--- config.mk ---
export PLATFORM = sky130hd
export DESIGN_NAME = util_debounce
export DESIGN_NICKNAME = d
export VERILOG_FILES = /design/src/rtl/util_debounce.sv
export SDC_FILE = /design/constraint.sdc
export NUM_CORES = 1
export LEC_CHECK = 0
export BUFFER_PORTS_ARGS = -buffer_cell sky130_fd_sc_hd__buf_4
export CELL_PAD_IN_SITES_DETAIL_PLACEMENT = 0
export CELL_PAD_IN_SITES_GLOBAL_PLACEMENT = 1
export CORE_AREA = 5 5 75 70
export CTS_CLUSTER_SIZE = 30
export DETAILED_ROUTE_END_ITERATION = 12
export DIE_AREA = 0 0 80 75
export HOLD_SLACK_MARGIN = 0.08
export PLACE_DENSITY = 0.81
export SLEW_MARGIN = 20
export SYNTH_ARGS = -nofsm -noshare
export SYNTH_HDL_FRONTEND = slang
export SYNTH_SLANG_ARGS = --single-unit
--- constraint.sdc ---
create_clock -name clk_i -period 2.68 [get_ports clk_i]
set_input_delay 0.536 -clock clk_i [delete_from_list [all_inputs] [get_ports clk_i]]
set_output_delay 0.536 -clock clk_i [all_outputs]
set_load 0.02 [all_outputs]
--- src/rtl/util_debounce.sv ---
// Per-bit glitch filter: a bit's debounced level follows data_i only after the new
// value has been seen on Neff consecutive edges, with one-cycle rise/fall pulses.
module util_debounce #(
    parameter int WIDTH     = 1,
    parameter int CNT_WIDTH = 16
) (
    input  logic                 clk_i,
    input  logic                 reset_n_i,
    input  logic                 enable_i,
    input  logic [CNT_WIDTH-1:0] thresh_i,
    input  logic [WIDTH-1:0]     data_i,
    output logic [WIDTH-1:0]     level_o,
    output logic [WIDTH-1:0]     rise_o,
    output logic [WIDTH-1:0]     fall_o,
    output logic                 busy_o
);

    // Neff-1, with a zero threshold behaving like a threshold of one
    logic [CNT_WIDTH-1:0] w_thr_m1;
    logic [WIDTH-1:0]     w_cnt_nz_next;
    logic                 r_busy;

    assign w_thr_m1 = (thresh_i == '0) ? '0 : thresh_i - 1'b1;

    generate
        for (genvar gi = 0; gi < WIDTH; gi++) begin : g_bit
            logic [CNT_WIDTH-1:0] r_cnt;
            logic [CNT_WIDTH-1:0] w_cnt_next;
            logic                 r_level;
            logic                 w_level_next;
            logic                 r_rise;
            logic                 w_rise_next;
            logic                 r_fall;
            logic                 w_fall_next;

            always_comb begin
                w_cnt_next   = '0;
                w_level_next = r_level;
                w_rise_next  = 1'b0;
                w_fall_next  = 1'b0;
                if (enable_i && (data_i[gi] != r_level)) begin
                    // >= lets a lowered threshold complete on the next mismatch
                    if (r_cnt >= w_thr_m1) begin
                        w_level_next = data_i[gi];
                        w_rise_next  = data_i[gi];
                        w_fall_next  = ~data_i[gi];
                    end else begin
                        w_cnt_next = r_cnt + 1'b1;
                    end
                end
            end

            always_ff @(posedge clk_i or negedge reset_n_i) begin
                if (!reset_n_i) begin
                    r_cnt   <= '0;
                    r_level <= 1'b0;
                    r_rise  <= 1'b0;
                    r_fall  <= 1'b0;
                end else begin
                    r_cnt   <= w_cnt_next;
                    r_level <= w_level_next;
                    r_rise  <= w_rise_next;
                    r_fall  <= w_fall_next;
                end
            end

            assign level_o[gi]       = r_level;
            assign rise_o[gi]        = r_rise;
            assign fall_o[gi]        = r_fall;
            assign w_cnt_nz_next[gi] = |w_cnt_next;
        end
    endgenerate

    // Registered from next-state so busy_o tracks the counters in the same cycle
    always_ff @(posedge clk_i or negedge reset_n_i) begin
        if (!reset_n_i) begin
            r_busy <= 1'b0;
        end else begin
            r_busy <= |w_cnt_nz_next;
        end
    end

    assign busy_o = r_busy;

endmodule

* After elaboration in Yosys (flattened, before gate mapping)
Cells that the tools add are included.
** Word-level totals
- Register bits :: 20
- Bits of input ports :: 20
- Output and inout bits :: 4
- Logic and storage cells :: 21
** Cells by class
- Add/subtract/negate cells :: 2
- $lt $le $gt $ge :: 1
- Equality and inequality tests :: 1
- Multiplexer cells :: 7
- Bitwise logic cells :: 1
- Reductions and logical operators :: 4
** Operator list (count)
- two-way mux 16 bit :: 3
- adder 16 x 1 -> 16 bit (second input constant) :: 1
- >= comparator 16 bit :: 1
- logical NOT 16 bit :: 1
- OR reduction 16 bit :: 1
- subtractor 16 x 1 -> 16 bit (second input constant) :: 1
- two-way mux 1 bit :: 4
- AND reduction 2 bit :: 1
- logical AND 1 bit :: 1
- inequality test 1 bit :: 1
- inverter 1 bit :: 1

* Depth between registers and ports, before layout
Gate-level depths: netlist of run 1.
- Depth in word-level cells :: 6
- Mapped depth :: 15
- Depth with buffers taken out :: 13

* Worst setup path before layout of run 1
OpenSTA, ideal clock, no wires.
- Kind :: input to register
- From :: input port thresh_i[5]
- To :: register g_bit[0].r_cnt[12]
- Library setup time :: 0.072 ns
- Arrival time :: 2.903 ns
- Path slack :: -0.294 ns
- Stages :: 13
- Cell sequence :: nor4_2 -> nand4_1 -> clkbuf_1 -> nand2_1 -> ha_1 -> a21o_1 -> a21o_1 -> a21oi_1 -> o211ai_1 -> or2_1 -> buf_6 -> buf_6 -> nor2_1
** On the way
- Word-level cells in the longest chain between the ends :: 5
- Elaborated cells between the ends (all ways) :: 6
- Those cells by class :: 1 x add/sub; 1 x order compare; 3 x mux; 1 x reduce/logical
** RTL lines
- from (decl) :: line 10 : input logic [CNT_WIDTH-1:0] thresh_i,
- subtractor 16 x 1 -> 16 bit or logical NOT 16 bit (tied branches) :: line 23 : assign w_thr_m1 = (thresh_i == '0) ? '0 : thresh_i - 1'b1;
- two-way mux 16 bit * :: line 23
- >= comparator 16 bit * :: line 43 : if (r_cnt >= w_thr_m1) begin
- two-way mux 16 bit * :: line 43
- two-way mux 16 bit * :: line 41 : if (enable_i && (data_i[gi] != r_level)) begin
- named net g_bit[0].w_cnt_next[12] :: line 28 : logic [CNT_WIDTH-1:0] w_cnt_next;
- to (signal assigned) :: line 60 : r_cnt <= w_cnt_next;
- to (decl) :: line 27 : logic [CNT_WIDTH-1:0] r_cnt;
Mark *: on every way through the listed nets, which the timed path passes. The rest lies on a longest branch.
A chain may end at the register's enable or synchronous reset.

* Worst setup path after layout of run 1
- From :: input port thresh_i[8]
- To :: register g_bit[0].r_level, in the netlist level_o
** On the way
- Word-level cells in the longest chain between the ends :: 4
- Elaborated cells between the ends (all ways) :: 5
- Those cells by class :: 1 x add/sub; 1 x order compare; 1 x mux; 2 x reduce/logical
** RTL lines
- subtractor 16 x 1 -> 16 bit or logical NOT 16 bit (tied branches) :: line 23
- two-way mux 16 bit * :: line 23
- >= comparator 16 bit * :: line 43
- AND reduction 2 bit (no source line) *
- to (signal assigned) :: line 61 : r_level <= w_level_next;
- to (decl) :: line 29 : logic r_level;
Mark *: on every way between the ends. The rest lies on a longest branch, timed or not.

==> results of run 1 <==
worst min path at each step:
| stage | startpoint | to | slack (ns) |
|---|---|---|---|
| floorplan | reset_n_i | busy_o$_DFF_PN0_ | 0.24 |
| global placement | reset_n_i | g_bit[0].r_cnt[2]$_DFF_PN0_ | 0.43 |
| detailed placement | reset_n_i | g_bit[0].r_cnt[0]$_DFF_PN0_ | 0.43 |
| CTS | reset_n_i | g_bit[0].r_cnt[0]$_DFF_PN0_ | 0.14 |
| global route | reset_n_i | g_bit[0].r_cnt[4]$_DFF_PN0_ | 0.15 |
| finish | reset_n_i | g_bit[0].r_cnt[0]$_DFF_PN0_ | 0.14 |
cell usage after synthesis (2+ instances only):
library cell  number
nand2_1           31
nor2_1            25
dfrtp_1           20
ha_1              19
xnor2_1           16
xor2_1            16
nor3_1            10
a21oi_1            8
inv_1              8
nand3_1            8
o21ai_0            6
nand4_1            5
nor4_1             5
a31oi_1            3
and3_1             3
a21o_1             2
and2_1             2
and4_1             2
buf_6              2
clkbuf_1           2
mux2_2             2
nand3_4            2
nor2b_1            2
o211ai_1           2
state kept, by name, summed over array words and instances (netlist names):
signal,count
rise_o,1
level_o,1
busy_o,1
g_bit.r_cnt,16
fall_o,1
cells by family after synthesis:
| family | Yosys count | synth area share (%) |
|---|---|---|
| DFF | 20 | 27.30 |
| AOI/OAI and AO/OA | 24 | 7.918 |
| adders and majority gates | 19 | 12.97 |
| and+or+nand+nor | 105 | 30.79 |
| muxes | 3 | 1.775 |
| xor gates and xnor gates | 32 | 15.29 |
| buffers and inverters | 14 | 3.959 |
final cells by class:
class / instances / area [um2]
well taps: 62 / 77.57
clock buffers: 3 / 41.29
flip-flops and latches: 20 / 500.5
fillers: 417 / 1790
multi-input cells: 183 / 1479
repair buffers: 51 / 425.4
inverters: 8 / 30.03
clock inverters: 1 / 30.03
per-layer routing:
layer | track usage (%) | share of wire, %
met3 | 3.230 | 2.2
met2 | 25.74 | 49
met5 | 0 | 0
met1 | 21.16 | 48
met4 | 1.689 | 0.33
timing repair:
action                                  in CTS  in global routing
gates cloned                                 1                  0
setup buffers                                1                  0
pin swaps                                    7                  9
resized for setup                           13                 34
endpoints found under the setup margin      20                 20
metrics by stage:
stage	setup TNS (ns)	worst slack, ns	cell area [um2]	instances
after global routing	-6.018	-0.3652	2584	328
after CTS	-2.856	-0.1730	2425	328
after detailed placement	-10.38	-0.5848	2286	322
after global placement	-10.23	-0.5858	2286	322
final	-3.089	-0.2128	2584	328
after floorplan	-2.164	-0.1687	1872	217
report_power, final:
part / internal (mW) / switching [mW]
sequential: 0.305 / 0.00330
combinational: 0.0830 / 0.0818
clock: 0.199 / 0.104
==> flow_summary.toml, run 1 <==
[critical_path]
worstPathBufferInverterCount = 1
crit_start = "thresh_i[8]"
crit_path_max_incr_delay_ns = 0.32
cpLargestDelayFamily = "simple AND/OR/NAND/NOR gates"
timing.critical_path.required_ns = 2.83
endpoint_kind = "register"
worstPathCellList = "buf_4 -> nor4_4 -> and2b_2 -> and3_4 -> xor2_1 -> nand2_1 -> ha_4 -> and4_4 -> nand2_2 -> a311o_1 -> o211ai_1 -> nand3_1 -> mux2_2"
worst-setup-path-type = "in2reg"
timing.critical_path.slowest_stage_cell = "a311o_1"
cp.depth = 13
worst_ep_arrival_time_ns = 3.05
critPathLaunchType = "input pin"
critical_path.endpoint = "level_o$_DFFE_PN0P_"
timing.rr.end = "level_o$_DFFE_PN0P_"
cp_max_fo = 3
reg2reg_depth = 7
r2r_slack_ns = 0.53
critical_path.reg2reg.startpoint = "g_bit[0].r_cnt[9]$_DFF_PN0_"

[clock_network]
clock_latency_on_the_worst_skew_pair_ns = 0.26
htree_num_levels = 1
ctsRootBufferMaster = "clkbuf_8"
cts.sink_count = 20
postCtsHoldBufs = 0
num_cts_buffers = 3
tritoncts = "built"
cts.path.max_buffers = 2
clkTransAtPathRegs_ns = 0.08

[synthesis]
synth_flop_cell = "dfrtp_1"
synth_async_sr_flop_share_pct = 100.0
synth_cells = 217
synth.yosys.warnings = 0
synth_area_leader_cell = "dfrtp_1"
synthesis.area_per_instance_um2 = 8.447
synth_fp_nets = 256
postSynthRegisterBits = 20
synth_edf_count = 0
synth.top_cells.by_area = "dfrtp_1 27%, ha_1 13%, xnor2_1 7.6%"
synthesis.area_um2 = 1833
yosys.area.top_type_share_pct = 27.30
post_synth_num_cell_types = 40
synth.yosys.seq_area_share_pct = 27.30

[route]
drt_drc_violations_left = 0
detail-route-antenna-nets = 0
detail_route.first_pass.iterations = 4
vias_per_cell = 5.027
average_wire_per_cell_in_the_routed_design_um = 13.02
detail_route.iter0.violations = 73
routed_wl_mm = 4.269
detailroute.via_count = 1649

[die]
rows = 23
initial_standard_cell_utilization_of_the_core_pct = 41.91
dieWidth_um = 80
dieArea_um2 = 6000
placeableCoreArea_um2 = 4374
die-height_um = 75
ios = 24

[global_route]
first_global_vias = 1612
gr-total-overflow = 0
grt_first_pass_wirelength_mm = 7.327
antenna_found_initial = 0
overall_global_routing_resource_usage_pct = 15.34
grt_start_max_net_pins = 21

[timing]
max_slew.worst_pin.slew_ns = 0.4538
hold-worst-slack_ns = 0.1408
fin_crit_ns = 2.893
min_period_over_period_pct = 107.9
layout_setup_ws_ns = -0.2128
fmaxAchievable_mhz = 345.7
finalMaxSlewViolations = 0
final-setup-viol-count = 20
rsz_0062_raised_after_global_routing = "true"
finalClockSkew_ns = 0.003270
slew-limit-headroom_pct = 69.47
final_hold_viol_count = 0

[finish]
layout-area-overhead-vs-synth_pct = 40.96
antenna_cells = 0
leading_cell_type_in_the_layout_fill_and_taps_excluded = "buf_4"
most-common-layout-cells = "44 x buf_4, 28 x nand2_1, 20 x dfrtp_1"
net_total_in_the_final_layout = 306
fin_util_pct = 59.07
layout-drive-gt1-share_pct = 36.47

[power]
power_per_cell_area_nw_per_um2 = 300.5
maximum_vdd_drop_uv = 283.1
static-leakage-power_nw = 1.157
fin_total_pwr_uw = 776.4

[hold_path]
class_of_the_most_critical_hold_timing_path = "in2async"

[placed_design]
hpwlAfterDp_mm = 3.241
routability_cong = 0.8649
io_buffer_count = 23

[outcome]
status = "finished with violations"
failed_checks = "setup timing"

[flow_run]
cap_violations = 0
(Power assumes the default switching activity.)
==> run 2: changes to the inputs <==
--- a/config.mk
+++ b/config.mk
@@ -12,7 +12,6 @@
 export CTS_CLUSTER_SIZE = 30
 export DETAILED_ROUTE_END_ITERATION = 12
 export DIE_AREA = 0 0 80 75
-export HOLD_SLACK_MARGIN = 0.08
 export PLACE_DENSITY = 0.81
 export SLEW_MARGIN = 20
 export SYNTH_ARGS = -nofsm -noshare
==> constraint.sdc (replaced) <==
create_clock -name clk_i -period 2.68 [get_ports clk_i]
set_input_delay 0.134 -clock clk_i [delete_from_list [all_inputs] [get_ports clk_i]]
set_output_delay 0.134 -clock clk_i [all_outputs]
set_load 0.02 [all_outputs]
==> run 2 against run 1 <==
Net effect:
- the flow now finishes without violations
- combinational power fell by 13%
- clock power decreased by 23%
- utilization fell by 4.3 points
- clock-buffer cell count up 1
- via count is 0.18% lower
- worst hold slack worse by 0.096 ns
- non-clock buffer count is 1 higher
- clock skew up 0.0015 ns
- sequential power about the same
- routed wire length is 5.9% lower
- die area stayed put
- design area is 7.2% lower
- largest power group unchanged
==> flow_summary.toml, run 2 (synthesis gave the netlist of run 1 again) <==
[clock_network]
htree_num_levels = 1
cts.sink_count = 20
cts.path.max_buffers = 2
clkTransAtPathRegs_ns = 0.08
num_cts_buffers = 3
clock_latency_on_the_worst_skew_pair_ns = 0.26
ctsRootBufferMaster = "clkbuf_8"
tritoncts = "built"

[critical_path]
critPathLaunchType = "input pin"
crit_start = "thresh_i[5]"
reg2reg_depth = 7
timing.critical_path.required_ns = 2.83
endpoint_kind = "register"
timing.rr.end = "level_o$_DFFE_PN0P_"
worst_ep_arrival_time_ns = 2.66
r2r_slack_ns = 0.58
cp_max_fo = 6
worst-setup-path-type = "in2reg"
critical_path.reg2reg.startpoint = "g_bit[0].r_cnt[9]$_DFF_PN0_"

[route]
detail_route.first_pass.iterations = 4
detail-route-antenna-nets = 0
vias_per_cell = 5.003
detailroute.via_count = 1646
average_wire_per_cell_in_the_routed_design_um = 12.21
detail_route.iter0.violations = 111
drt_drc_violations_left = 0
routed_wl_mm = 4.018

[power]
power_per_cell_area_nw_per_um2 = 285.8
maximum_vdd_drop_uv = 243.3
fin_total_pwr_uw = 685.3
static-leakage-power_nw = 1.118

[flow_run]
cap_violations = 0

[finish]
layout.cell_area.non_filler_um2 = 2397
net_total_in_the_final_layout = 307
regMostFlops = "g_bit.r_cnt"
final_cell_count_no_fill = 329
fin_util_pct = 54.81
layout-drive-gt1-share_pct = 28.09
layout-area-overhead-vs-synth_pct = 30.79
antenna_cells = 0
leading_cell_type_in_the_layout_fill_and_taps_excluded = "buf_4"
most-common-layout-cells = "50 x buf_4, 31 x nand2_1, 25 x nor2_1"
largest_register_ff_count = 16

[die]
dieWidth_um = 80
initial_standard_cell_utilization_of_the_core_pct = 41.91
rows = 23
ios = 24
placeableCoreArea_um2 = 4374
dieArea_um2 = 6000
die-height_um = 75

[global_route]
first_global_vias = 1538
antenna_found_initial = 0
grt_start_max_net_pins = 21
grt_first_pass_wirelength_mm = 6.934
gr-total-overflow = 0
overall_global_routing_resource_usage_pct = 14.39

[hold_path]
holdPathStages = 2
min_delay_worst_endpoint = "fall_o$_DFF_PN0_"
class_of_the_most_critical_hold_timing_path = "in2reg"
hp-start = "data_i"

[timing]
final-setup-viol-count = 0
fmaxAchievable_mhz = 398.0
finalMaxSlewViolations = 0
finalClockSkew_ns = 0.004774
rsz_0062_raised_after_global_routing = "true"
fin_crit_ns = 2.512
hold-worst-slack_ns = 0.04530
min_period_over_period_pct = 93.75
max_slew.worst_pin.slew_ns = 0.3897
final_hold_viol_count = 0
slew-limit-headroom_pct = 73.82

[placed_design]
io_buffer_count = 23
post_dp_cell_area_um2 = 2236
hpwlAfterDp_mm = 3.309
place_inst = 322
routability_cong = 0.7850

[outcome]
status = "finished clean"
[run 2: worst max-delay path by stage]
stage / end / depth (start not counted) / slack [ns]
finish: level_o$_DFFE_PN0P_ / 14 / 0.17
global route: level_o$_DFFE_PN0P_ / 13 / -0.04
CTS: g_bit[0].r_cnt[10]$_DFF_PN0_ / 15 / 0.05
detailed placement: g_bit[0].r_cnt[10]$_DFF_PN0_ / 15 / -0.23
global placement: level_o$_DFFE_PN0P_ / 14 / -0.19
floorplan: g_bit[0].r_cnt[12]$_DFF_PN0_ / 13 / 0.11
[run 2: repair_timing]
action / in CTS / in global routing
endpoints found under the hold margin: 20 / 0
gates resized for setup: 0 / 14
endpoints found under the setup margin: 0 / 20
buffers inserted: 0 / 2
hold buffers: 1 / 0
[run 2: metrics by stage]
stage / setup TNS [ns] / setup slack (ns)
floorplan: 0 / 0.1076
global placement: -2.887 / -0.1934
detailed placement: -3.989 / -0.2270
CTS: 0 / 0.05006
global route: -0.04173 / -0.04173
finish: 0 / 0.1676
[run 2: power breakdown]
group | switching (mW) | total (mW) | internal, mW
Clock | 0.103 | 0.234 | 0.131
Combinational | 0.0680 | 0.143 | 0.0752
Sequential | 0.00321 | 0.308 | 0.305
Total | 0.174 | 0.685 | 0.511
[run 2: critical path: stages]
cell and delay [ns]:
buf_4 0.12, nor4_4 0.25, buf_4 0.17, nand2_1 0.07
nor4_2 0.19, xor2_1 0.19, nand2_1 0.11, ha_4 0.28
and4_4 0.23, nand2_1 0.05, a311o_1 0.32, o211ai_1 0.12
nand3_1 0.14, mux2_2 0.29
[run 2: area by class of cell]
| class | count | area [um2] |
|---|---|---|
| Tap cell | 62 | 77.57 |
| Fill cell | 420 | 1977 |
| Timing Repair Buffer | 52 | 396.6 |
| Inverter | 8 | 30.03 |
| Sequential cell | 20 | 500.5 |
| Multi-Input combinational cell | 183 | 1338 |
| Clock buffer | 4 | 55.05 |
[run 2: routing by layer]
metal	part of all wire, %	track usage, %
met1	47	19.94
met2	49	24.08
met3	2.9	2.871
met4	0.40	1.689
met5	0	0
==> run 3: changes to the inputs <==
--- a/config.mk
+++ b/config.mk
@@ -8,11 +8,12 @@
 export BUFFER_PORTS_ARGS = -buffer_cell sky130_fd_sc_hd__buf_4
 export CELL_PAD_IN_SITES_DETAIL_PLACEMENT = 0
 export CELL_PAD_IN_SITES_GLOBAL_PLACEMENT = 1
-export CORE_AREA = 5 5 75 70
+export CORE_AREA = 4 4 74 69
 export CTS_CLUSTER_SIZE = 30
 export DETAILED_ROUTE_END_ITERATION = 12
-export DIE_AREA = 0 0 80 75
-export PLACE_DENSITY = 0.81
+export DIE_AREA = 0 0 78 73
+export PLACE_DENSITY_LB_ADDON = 0.1
+export RECOVER_POWER = 100
 export SLEW_MARGIN = 20
 export SYNTH_ARGS = -nofsm -noshare
 export SYNTH_HDL_FRONTEND = slang
==> run 3 against run 2 <==
Net effect:
- design area down 2.1%
- largest power group unchanged
- via count up 0.61%
- die area down 5.1%
- combinational power down 5%
- first-iteration DRC count down 29%
- clock power down 2%
- clock skew down 0.0015 ns
- sequential power about the same
- critical endpoint unchanged
==> flow_summary.toml, run 3 (synthesis gave the netlist of run 1 again) <==
[route]
detail-route-antenna-nets = 0
routed_wl_mm = 4.170
detail_route.first_pass.iterations = 4
detailroute.via_count = 1656
average_wire_per_cell_in_the_routed_design_um = 12.71
vias_per_cell = 5.049
detail_route.iter0.violations = 79
drt_drc_violations_left = 0

[placed_design]
io_buffer_count = 23
routability_cong = 0.8501
hpwlAfterDp_mm = 3.413
post_dp_cell_area_um2 = 2248

[die]
rows = 23
dieWidth_um = 78
initial_standard_cell_utilization_of_the_core_pct = 42.18
dieArea_um2 = 5694
ios = 24
die-height_um = 73
placeableCoreArea_um2 = 4345

[finish]
layout-drive-gt1-share_pct = 23.68
sequential_cell_area_um2 = 500.5
largest_register_ff_count = 16
final.fill_count = 404
layout-area-overhead-vs-synth_pct = 28.05
regMostFlops = "g_bit.r_cnt"
net_total_in_the_final_layout = 306
antenna_cells = 0
layout.cell_area.non_filler_um2 = 2347
multiInputGateArea_um2 = 1309
leading_cell_type_in_the_layout_fill_and_taps_excluded = "buf_4"
most-common-layout-cells = "43 x buf_4, 31 x nand2_1, 25 x nor2_1"

[power]
net-switching-power_uw = 169.6
power_per_cell_area_nw_per_um2 = 288.2
clkPwrFrac_pct = 34.0
power_switching_share_pct = 25.08
power_frac_seq_pct = 45.9
power_frac_comb_pct = 20.1
static-leakage-power_nw = 1.089
intPower_uw = 506.7
maximum_vdd_drop_uv = 173.5

[clock_network]
num_cts_buffers = 3
clock_latency_on_the_worst_skew_pair_ns = 0.26
clkTransAtPathRegs_ns = 0.07
tritoncts = "built"
ctsRootBufferMaster = "clkbuf_8"
cts.sink_count = 20
cts.path.max_buffers = 2
htree_num_levels = 1

[timing]
finalMaxSlewViolations = 0
slew-limit-headroom_pct = 29.41
fmaxAchievable_mhz = 397.2
min_period_over_period_pct = 93.95
fin_crit_ns = 2.518
max_slew.worst_pin.slew_ns = 1.059
finalClockSkew_ns = 0.003240
tns_ns = 0
final_hold_viol_count = 0
final-setup-viol-count = 0

[critical_path]
critical_path.reg2reg.startpoint = "g_bit[0].r_cnt[0]$_DFF_PN0_"
timing.critical_path.required_ns = 2.83
worst-setup-path-type = "in2reg"
cp_max_fo = 9
critPathLaunchType = "input pin"
crit_start = "thresh_i[9]"
worst_ep_arrival_time_ns = 2.67
endpoint_kind = "register"

[hold_path]
hp-start = "data_i"
class_of_the_most_critical_hold_timing_path = "in2reg"

[global_route]
gr-total-overflow = 0
grt_first_pass_wirelength_mm = 7.065
overall_global_routing_resource_usage_pct = 15.52
grt_start_max_net_pins = 21
antenna_found_initial = 0
first_global_vias = 1585

[outcome]
status = "finished clean"

[flow_run]
cap_violations = 0
## run 3: cell count changes in the layout (fill, tap and decap cells not counted), sizes merged
cell / before / now
buf: 51 / 44
clkbuf: 4 / 10
## run 3: what timing repair did
item,in CTS,in global routing
resized for setup,0,7
endpoints found under the hold margin,20,0
setup buffers,0,1
hold buffers,1,0
endpoints found under the setup margin,0,20
## run 3: final cells by class
type	instances	share of cell area [%]
Multi-Input combinational cell	183	55.76
Sequential cell	20	21.32
Clock buffer	4	2.345
Tap cell	62	3.305
Inverter	8	1.279
Timing Repair Buffer	51	15.99
## run 3: final timing paths
path                       slack [ns]  cells past startpoint                           to
setup reg to reg                 0.49                      9             busy_o$_DFF_PN0_
hold / removal                   0.04                      2             fall_o$_DFF_PN0_
max in group asynchronous        1.46                      2  g_bit[0].r_cnt[7]$_DFF_PN0_
setup / recovery                 0.16                     15          level_o$_DFFE_PN0P_
hold reg to reg                  0.57                      1          level_o$_DFFE_PN0P_
min in group asynchronous        0.58                      2             busy_o$_DFF_PN0_
## run 3: metrics by stage
step | total power [mW] | hold slack (ns) | cells | util [%] | setup slack [ns]
floorplan | 0.3739 | -0.1616 | 217 | - | 0.1076
global placement | 0.4456 | 0.02273 | 322 | 51.74 | -0.1853
detailed placement | 0.4506 | 0.02533 | 322 | 51.74 | -0.2614
CTS | 0.6846 | 0.03780 | 327 | 53.24 | 0.002054
global route | 0.7177 | 0.04245 | 328 | 54.02 | -0.03333
finish | 0.6764 | 0.04480 | 328 | 54.02 | 0.1621
## run 3: critical path: stages
cell	delay, ns
buf_4	0.12
nor4_4	0.27
and2b_1	0.19
nand4_1	0.09
buf_4	0.18
buf_4	0.14
buf_4	0.15
nand2_1	0.06
ha_1	0.14
and4_1	0.23
nand2_1	0.06
a311o_1	0.33
o211ai_1	0.11
nand3_1	0.15
mux2_2	0.30
## run 3: power groups by stage
stage | Combinational, mW | Sequential, mW | Clock (mW)
after floorplan | 0.0566 | 0.317 | 0
after global placement | 0.130 | 0.316 | 0
after detailed placement | 0.134 | 0.316 | 0
after CTS | 0.136 | 0.310 | 0.238
after global routing | 0.154 | 0.311 | 0.253
final | 0.136 | 0.310 | 0.230
## run 3: per-layer routing
metal,global-route usage (%),routed length [um],share of wire [%],vias to the layer above
met3,2.840,83,2.0,6
met1,20.46,1993,48,779
met4,5.631,65,1.6,0
met2,25.57,2027,49,14
met5,0,0,0,-
li1,-,-,-,857
